$ cat src/rtl/vend_pkg.sv
// Shared coin codes, coin values and FSM state encoding for the change dispenser.
package vend_pkg;

  localparam logic [1:0] COIN_10  = 2'd0;
  localparam logic [1:0] COIN_20  = 2'd1;
  localparam logic [1:0] COIN_50  = 2'd2;
  localparam logic [1:0] COIN_100 = 2'd3;

  localparam int unsigned VAL_10  = 10;
  localparam int unsigned VAL_20  = 20;
  localparam int unsigned VAL_50  = 50;
  localparam int unsigned VAL_100 = 100;

  localparam int unsigned VEND_MAX_AMT = 250;

  typedef enum logic [2:0] {
    S_IDLE,
    S_SELECT,
    S_ISSUE,
    S_DONE,
    S_ERR
  } state_e;

  function automatic int unsigned coin_value(input logic [1:0] code);
    case (code)
      COIN_10: return VAL_10;
      COIN_20: return VAL_20;
      COIN_50: return VAL_50;
      default: return VAL_100;
    endcase
  endfunction

endpackage

$ cat src/rtl/coin_select.sv
// Greedy coin picker: largest denomination not above rem whose stock is available.
module coin_select
  import vend_pkg::*;
#(
  parameter int AMT_W = 8
) (
  input  logic [AMT_W-1:0] rem,
  input  logic [3:0]       stock_ok,
  output logic [1:0]       code,
  output logic             found
);

  logic [31:0] rem_w;
  assign rem_w = 32'(rem);

  always_comb begin
    code  = COIN_10;
    found = 1'b0;
    // Scan upward so the last eligible (largest) coin wins.
    for (int i = 0; i < 4; i++) begin
      if (stock_ok[i] && rem_w >= coin_value(2'(i))) begin
        code  = 2'(i);
        found = 1'b1;
      end
    end
  end

endmodule

$ cat src/rtl/change_dispenser.sv
// Pays out a change amount one coin per hopper handshake, greedy 100/50/20/10.
// Optional per-denomination stock tracking is enabled by defining CHANGE_STOCK_EN.
module change_dispenser
  import vend_pkg::*;
#(
  parameter int AMT_W      = 8,
  parameter int STOCK_W    = 6,
  parameter int STOCK_INIT = 20
) (
  input  logic             clock,
  input  logic             reset,
  input  logic             start,
  input  logic [AMT_W-1:0] change_in,
  input  logic             coin_ack,
  input  logic             refill,
  output logic             coin_valid,
  output logic [1:0]       coin_code,
  output logic             busy,
  output logic             done,
  output logic             error,
  output logic [4:0]       coin_count
);

  state_e           state;
  logic [AMT_W-1:0] rem;
  logic [AMT_W-1:0] rem_next;
  logic [3:0]       stock_ok;
  logic [1:0]       sel_code;
  logic             sel_found;

  coin_select #(.AMT_W(AMT_W)) u_sel (
    .rem      (rem),
    .stock_ok (stock_ok),
    .code     (sel_code),
    .found    (sel_found)
  );

  // SELECT only picks coins no larger than rem, so this cannot underflow.
  assign rem_next = rem - AMT_W'(coin_value(coin_code));

`ifdef CHANGE_STOCK_EN
  logic [3:0][STOCK_W-1:0] stock;

  always_comb begin
    stock_ok = '0;
    for (int i = 0; i < 4; i++) stock_ok[i] = (stock[i] != '0);
  end

  // Refill takes priority over a coincident ack.
  always_ff @(posedge clock or posedge reset) begin
    if (reset) begin
      stock <= {4{STOCK_W'(STOCK_INIT)}};
    end else if (refill) begin
      stock <= {4{STOCK_W'(STOCK_INIT)}};
    end else if (state == S_ISSUE && coin_ack) begin
      stock[coin_code] <= stock[coin_code] - STOCK_W'(1);
    end
  end
`else
  logic unused_cfg;
  assign stock_ok   = 4'hF;
  assign unused_cfg = ^{refill, 32'(STOCK_W), 32'(STOCK_INIT)};
`endif

  always_ff @(posedge clock or posedge reset) begin
    if (reset) begin
      state      <= S_IDLE;
      rem        <= '0;
      coin_valid <= 1'b0;
      coin_code  <= COIN_10;
      busy       <= 1'b0;
      done       <= 1'b0;
      error      <= 1'b0;
      coin_count <= '0;
    end else begin
      done  <= 1'b0;
      error <= 1'b0;
      case (state)
        S_IDLE: begin
          if (start) begin
            busy       <= 1'b1;
            coin_count <= '0;
            if ((change_in % AMT_W'(10)) != '0) begin
              error <= 1'b1;
              state <= S_ERR;
            end else if (change_in == '0) begin
              done  <= 1'b1;
              state <= S_DONE;
            end else begin
              rem   <= change_in;
              state <= S_SELECT;
            end
          end
        end
        S_SELECT: begin
          if (sel_found) begin
            coin_code  <= sel_code;
            coin_valid <= 1'b1;
            state      <= S_ISSUE;
          end else begin
            error <= 1'b1;
            state <= S_ERR;
          end
        end
        S_ISSUE: begin
          if (coin_ack) begin
            coin_valid <= 1'b0;
            rem        <= rem_next;
            coin_count <= coin_count + 5'd1;
            if (rem_next == '0) begin
              done  <= 1'b1;
              state <= S_DONE;
            end else begin
              state <= S_SELECT;
            end
          end
        end
        S_DONE: begin
          busy  <= 1'b0;
          state <= S_IDLE;
        end
        S_ERR: begin
          busy  <= 1'b0;
          rem   <= '0;
          state <= S_IDLE;
        end
        default: state <= S_IDLE;
      endcase
    end
  end

endmodule
$ cat config.mk
export PLATFORM = sky130hd
export DESIGN_NAME = change_dispenser
export DESIGN_NICKNAME = d
export VERILOG_FILES = /design/src/rtl/vend_pkg.sv /design/src/rtl/coin_select.sv /design/src/rtl/change_dispenser.sv
export SDC_FILE = /design/constraint.sdc
export NUM_CORES = 1
export LEC_CHECK = 0
export BUFFER_PORTS_ARGS = -buffer_cell sky130_fd_sc_hd__buf_2
export CAP_MARGIN = 25
export CORE_MARGIN = 5
export CORE_UTILIZATION = 50
export CTS_CLUSTER_SIZE = 20
export DETAILED_ROUTE_END_ITERATION = 8
export PLACE_DENSITY = 0.77
export SLEW_MARGIN = 20
export SYNTH_ARGS = -nofsm -noshare
export SYNTH_HDL_FRONTEND = slang
export SYNTH_SLANG_ARGS = --single-unit
$ cat constraint.sdc
create_clock -name clock -period 2.5 [get_ports clock]
set_input_delay 0.25 -clock clock [delete_from_list [all_inputs] [get_ports clock]]
set_output_delay 0.25 -clock clock [all_outputs]
set_load 0.1 [all_outputs]
# Word-level counts from Yosys, hierarchy flattened
# Index checks and enable logic that the tools add are counted.
# W data, S select, Z words.
dict set report totals {
  wordCells 80
  input_bits 13
  out_inout_bits 11
  reg_bits 22
}
dict set report classes {
  addsub 2
  muxes 38
  n_eq_ne 11
  n_reduce_logical 16
  div_mod_pow 1
  magnitude_cmp 4
}
# operator n
set op_table {}
lappend op_table {{$mux W8} 4}
lappend op_table {{$pmux W8 S3} 1}
lappend op_table {{$pmux W7 S3} 1}
lappend op_table {{$logic_not A8 Y1} 2}
lappend op_table {{$mux W1} 16}
lappend op_table {{$mux W3} 4}
lappend op_table {{$mux W5} 2}
lappend op_table {{$ne A2 B2 Y1 const B} 5}
lappend op_table {{$pmux W5 S2} 1}
lappend op_table {{$pmux W3 S3} 1}
lappend op_table {{$ge A8 B4 Y1 const B} 1}
lappend op_table {{$ge A8 B5 Y1 const B} 1}
lappend op_table {{$ge A8 B6 Y1 const B} 1}
lappend op_table {{$ge A8 B7 Y1 const B} 1}
lappend op_table {{$mod A8 B4 Y8 const B} 1}
lappend op_table {{$mux W2} 4}
lappend op_table {{$pmux W1 S2} 4}
lappend op_table {{$reduce_bool A8 Y1} 1}
lappend op_table {{$sub A8 B8 Y8} 1}
lappend op_table {{$eq A3 B2 Y1 const B} 2}
lappend op_table {{$reduce_and A2 Y1} 3}
lappend op_table {{$reduce_and A3 Y1} 2}
lappend op_table {{$reduce_bool A2 Y1} 3}
lappend op_table {{$add A5 B1 Y5 const B} 1}
lappend op_table {{9 further kinds} 9}

# Longest topological paths before layout
dict set report depth {
  depth_word 7
  mapped_depth 11
  mapped_depth_nobuf 11
}

# Hierarchy
# A second synthesis with hierarchy kept.
dict set report hier_totals {
  cells_unflattened 234
  area_unflattened_um2 1964.4
}
# module seq_area_each_um2 cells_per_inst instances area_per_inst_um2
set modules_own_cells {}
lappend modules_own_cells {change_dispenser 550.5 216 1 1848.0}
lappend modules_own_cells {coin_select 0.0 18 1 116.4}

# Least setup slack after synthesis
# OpenSTA, ideal clock, no wires.
dict set report synth_timing {
  path_kind {register -> register}
  start {register coin_code[0]}
  end {register rem[7]}
  n_path_buf 0
  setup_slack_ps -489
  synth_period_minus_slack_ps 2989
  required_time_ps 2375
  path_stages_with_launch 12
  setup_ps 125
  t_arrival_ps 2864
  path_cell_list {dfrtp_1 -> inv_1 -> ha_1 -> inv_1 -> ha_1 -> a21o_1 -> a21oi_1 -> o21bai_1 -> a21oi_1 -> xnor2_1 -> o21ai_0 -> mux2_4}
}
dict set report synth_between {
  elab_chain_len 5
  elab_cells_between_ends 7
  classes_between {1 x add/sub; 2 x eq/ne; 3 x mux; 1 x reduce/logical}
}
# element line_no
set synth_rtl {}
lappend synth_rtl {{start: declaration} change_dispenser.sv:17} ;# output logic [1:0] coin_code,
lappend synth_rtl {{start signal: assignment} change_dispenser.sv:97} ;# coin_code <= sel_code;
lappend synth_rtl {{$eq A2 B2 Y1 (tied with other cells)} vend_pkg.sv:25} ;# case (code)
lappend synth_rtl {{$pmux W7 S3 (*)} vend_pkg.sv:25}
lappend synth_rtl {{$sub A8 B8 Y8 (*)} change_dispenser.sv:39} ;# assign rem_next = rem - AMT_W'(coin_value(coin_code));
lappend synth_rtl {{$mux W8 (*)} change_dispenser.sv:106} ;# if (coin_ack) begin
lappend synth_rtl {{$pmux W8 S3 (*)} change_dispenser.sv:78} ;# case (state)
lappend synth_rtl {{end signal: assignment} change_dispenser.sv:90} ;# rem <= change_in;
lappend synth_rtl {{end signal: assignment} change_dispenser.sv:108} ;# rem <= rem_next;
lappend synth_rtl {{end: declaration} change_dispenser.sv:25} ;# logic [AMT_W-1:0] rem;
# Every way passes the cells marked *; elsewhere a longest branch is shown, timed or not. The select of a mux whose other input is x is not followed.
# A chain may end at the register's enable or synchronous reset.

# Worst setup path after layout
# Ends and elaborated chain as after synthesis.

==> metrics.yaml <==
hold_viol_final: 0
wl_um: 3821
min_path_type: "input pin to async pin"
diodes: 0
r2r.worst_path.cells: 11
final-setup-viol-count: 0
start_util_pct: 52.23
r2r-start: "coin_code[0]"
grt_pass1_vias: 1366
root_buffer: "clkbuf_4"
end_kind: "register"
htreeDepth: 1
rrSetupSlack_ns: 0.13
path_depth: 11
detail_route.first_pass.iterations: 4
yosysWarnings: 0
clk_pin_slew_ns: 0.13
synth.net_count: 225
cts_buffers: 3
max_stage_delay_ns: 0.53
arrival_ns: 2.60
fmax_mhz: 421.6
avgSynthCellArea_um2: 8.808
slew_viol_final: 0
cp.buffers_inverters: 2
critPathLaunch: "coin_code[0]"
dieArea_um2: 4831
crit_path_cell_trace: "inv_4 > ha_1 > inv_1 > fa_2 > a21o_1 > a21oi_2 > o21bai_1 > a21oi_2 > xnor2_1 > o21ai_0 > mux2_4"
pwr_density_cell_nw_per_um2: 1219
synth_flop_cell: "dfrtp_1"
crit_top_cell: "a21oi_2"
worstPathRequired_ns: 2.73
die_width_um: 69.51
grt_overflow: 0
worst_r2r_endpoint: "rem[7]"
ys_seq_elements: 22
worst_slew_pin_slew_ns: 0.8208
run_status: "finished clean"
antenna_found_initial: 0
skew_ns: 0.001448
wl_per_cell_um: 14.42
power.total_mw: 2.382
ir_worst_vdd_uv: 415.9
crit_end: "rem[7]"
whs_ns: 0.05651
synthCells: 201
cellLeakagePower_nw: 0.9101
port_buffers: 22
drive_above_1_share_pct: 21.92
grt_pass1_wl_um: 6389
drtIter0Drc: 124
pin_count: 24
via_per_inst: 5.709
synthToLayoutAreaGrowth_pct: 10.39
post-dp-hpwl_um: 2859
place_congestion: 0.8429
critPathKind: "register to register"
fin_crit_ns: 2.372
tritoncts: "done"
cts_max_path_buffers: 2
track_usage_pct: 16.27
die_h_um: 69.51
fin_crit_sh_pct: 94.89
cp_top_family: "compound AO/OA/AOI/OAI gates"
slew_headroom_pct: 45.22
clock_latency_ns: 0.33
crit_path_start_kind: "register"
coreArea_um2: 3390
crit_fanout: 5
num-nets-final: 244
antenna_left: 0
synth_edf_count: 0
ctsHoldBuffers: 0
synth-async-reset-ratio_pct: 100.0
seq_area_frac_synth_pct: 31.10
cpMaxStageDelayCell: "dfrtp_4"
cts_sinks: 22
synth_area_um2: 1770
drc: 0
grt_max_degree: 23
synth.distinct_cells: 52
rows: 21
via_count: 1513
maxCapViolations: 0
==> worst min path at each step <==
stage | endpoint | startpoint | slack [ns]
4_1_cts | coin_count[3] | reset | 0.09
3_5_place_dp | coin_count[3] | reset | 0.46
6_report | rem[5] | reset | 0.06
5_1_grt | rem[6] | reset | 0.14
3_3_place_gp | coin_code[0] | reset | 0.45
2_1_floorplan | busy | reset | 0.24
==> worst register-to-register path, cell delays in order (launching register included) <==
cell and delay, ns:
dfrtp_4 0.53, inv_4 0.10, ha_1 0.15, inv_1 0.06
fa_2 0.35, a21o_1 0.17, a21oi_2 0.16, o21bai_1 0.10
a21oi_2 0.16, xnor2_1 0.15, o21ai_0 0.09, mux2_4 0.27
==> cells by family after synthesis <==
| family | count (synthesis) | share of synthesized area, % |
|---|---|---|
| and+or+nand+nor | 64 | 18.87 |
| AOI/OAI and AO/OA | 62 | 23.75 |
| buffers and inverters | 24 | 6.855 |
| DFF | 22 | 31.10 |
| adders and majority gates | 11 | 8.198 |
| xor gates and xnor gates | 10 | 4.947 |
| muxes | 8 | 6.290 |
==> placed cells by master (no fill, tap or decap), types with 3 or more instances in the layout <==
cell	count
a21oi_1	13
a221oi_1	3
a22o_1	3
a22oi_1	3
a31oi_1	4
buf_2	22
clkbuf_4	3
dfrtp_1	20
ha_1	10
inv_1	13
mux2_4	6
nand2_1	12
nand3_1	5
nor2_1	23
nor3_1	3
o21ai_0	15
xnor2_1	6
xor2_1	4
==> timing repair <==
item,4_1_cts,5_1_grt
setup endpoints to repair,0,3
buffers inserted,0,0
gates resized for setup,0,2
==> power breakdown <==
| group | switching, mW | internal [mW] | total (mW) |
|---|---|---|---|
| combinational | 0.908 | 0.603 | 1.51 |
| clock | 0.122 | 0.162 | 0.285 |
| sequential | 0.132 | 0.455 | 0.587 |
==> registers in the layout (all words and copies together), names as in the netlist <==
signal / cells
rem: 8
state: 3
error: 1
done: 1
busy: 1
coin_code: 2
coin_count: 5
coin_valid: 1
==> through the flow <==
stage	instances	utilization (%)	setup TNS [ns]	setup WS (ns)	cell area, µm²
CTS	265	57.48	0	0.04433	1948
detailed placement	261	55.92	0	0.05496	1896
floorplan	201	-	0	0.01015	1782
global route	265	57.66	-0.03722	-0.03438	1954
global placement	261	55.92	0	0.1048	1896
finish	265	57.66	0	0.1278	1954
==> final cells by class <==
type	count	area, µm²
fillers	308	1435
multi-input cells	155	1109
flip-flops and latches	22	555.5
repair buffers	24	125.1
well taps	46	57.56
inverters	14	55.05
clock inverters	1	30.03
clock buffers	3	22.52
==> synth_stat cells (2+ instances only) <==
cell,number,area [µm²]
nor2_1,23,86.33
dfrtp_1,22,550.5
a21oi_1,15,75.07
o21ai_0,15,75.07
inv_1,14,52.55
nand2_1,12,45.04
ha_1,10,125.1
mux2_4,6,90.09
xnor2_1,6,52.55
nand3_1,5,25.02
a31oi_1,4,25.02
xor2_1,4,35.03
a221oi_1,3,26.28
a22o_1,3,26.28
a22oi_1,3,22.52
buf_4,3,22.52
clkbuf_1,3,11.26
nor3_1,3,15.01
a21o_1,2,15.01
and3_1,2,12.51
buf_6,2,22.52
nand2b_1,2,12.51
nand4_1,2,12.51
nor2b_1,2,12.51
nor3b_1,2,15.01
nor4_1,2,12.51
o21a_1,2,15.01
o21ai_1,2,10.01
o21bai_1,2,15.01
o311ai_0,2,17.52
o31a_1,2,17.52
==> metal layers <==
layer	wire (µm)	vias to the layer above	global-route usage [%]
li1	-	759	-
met1	1801	717	22.45
met2	1758	30	25.64
met3	187	7	3.478
met4	73	0	4.555
met5	0	-	0
(Power assumes the default switching activity.)
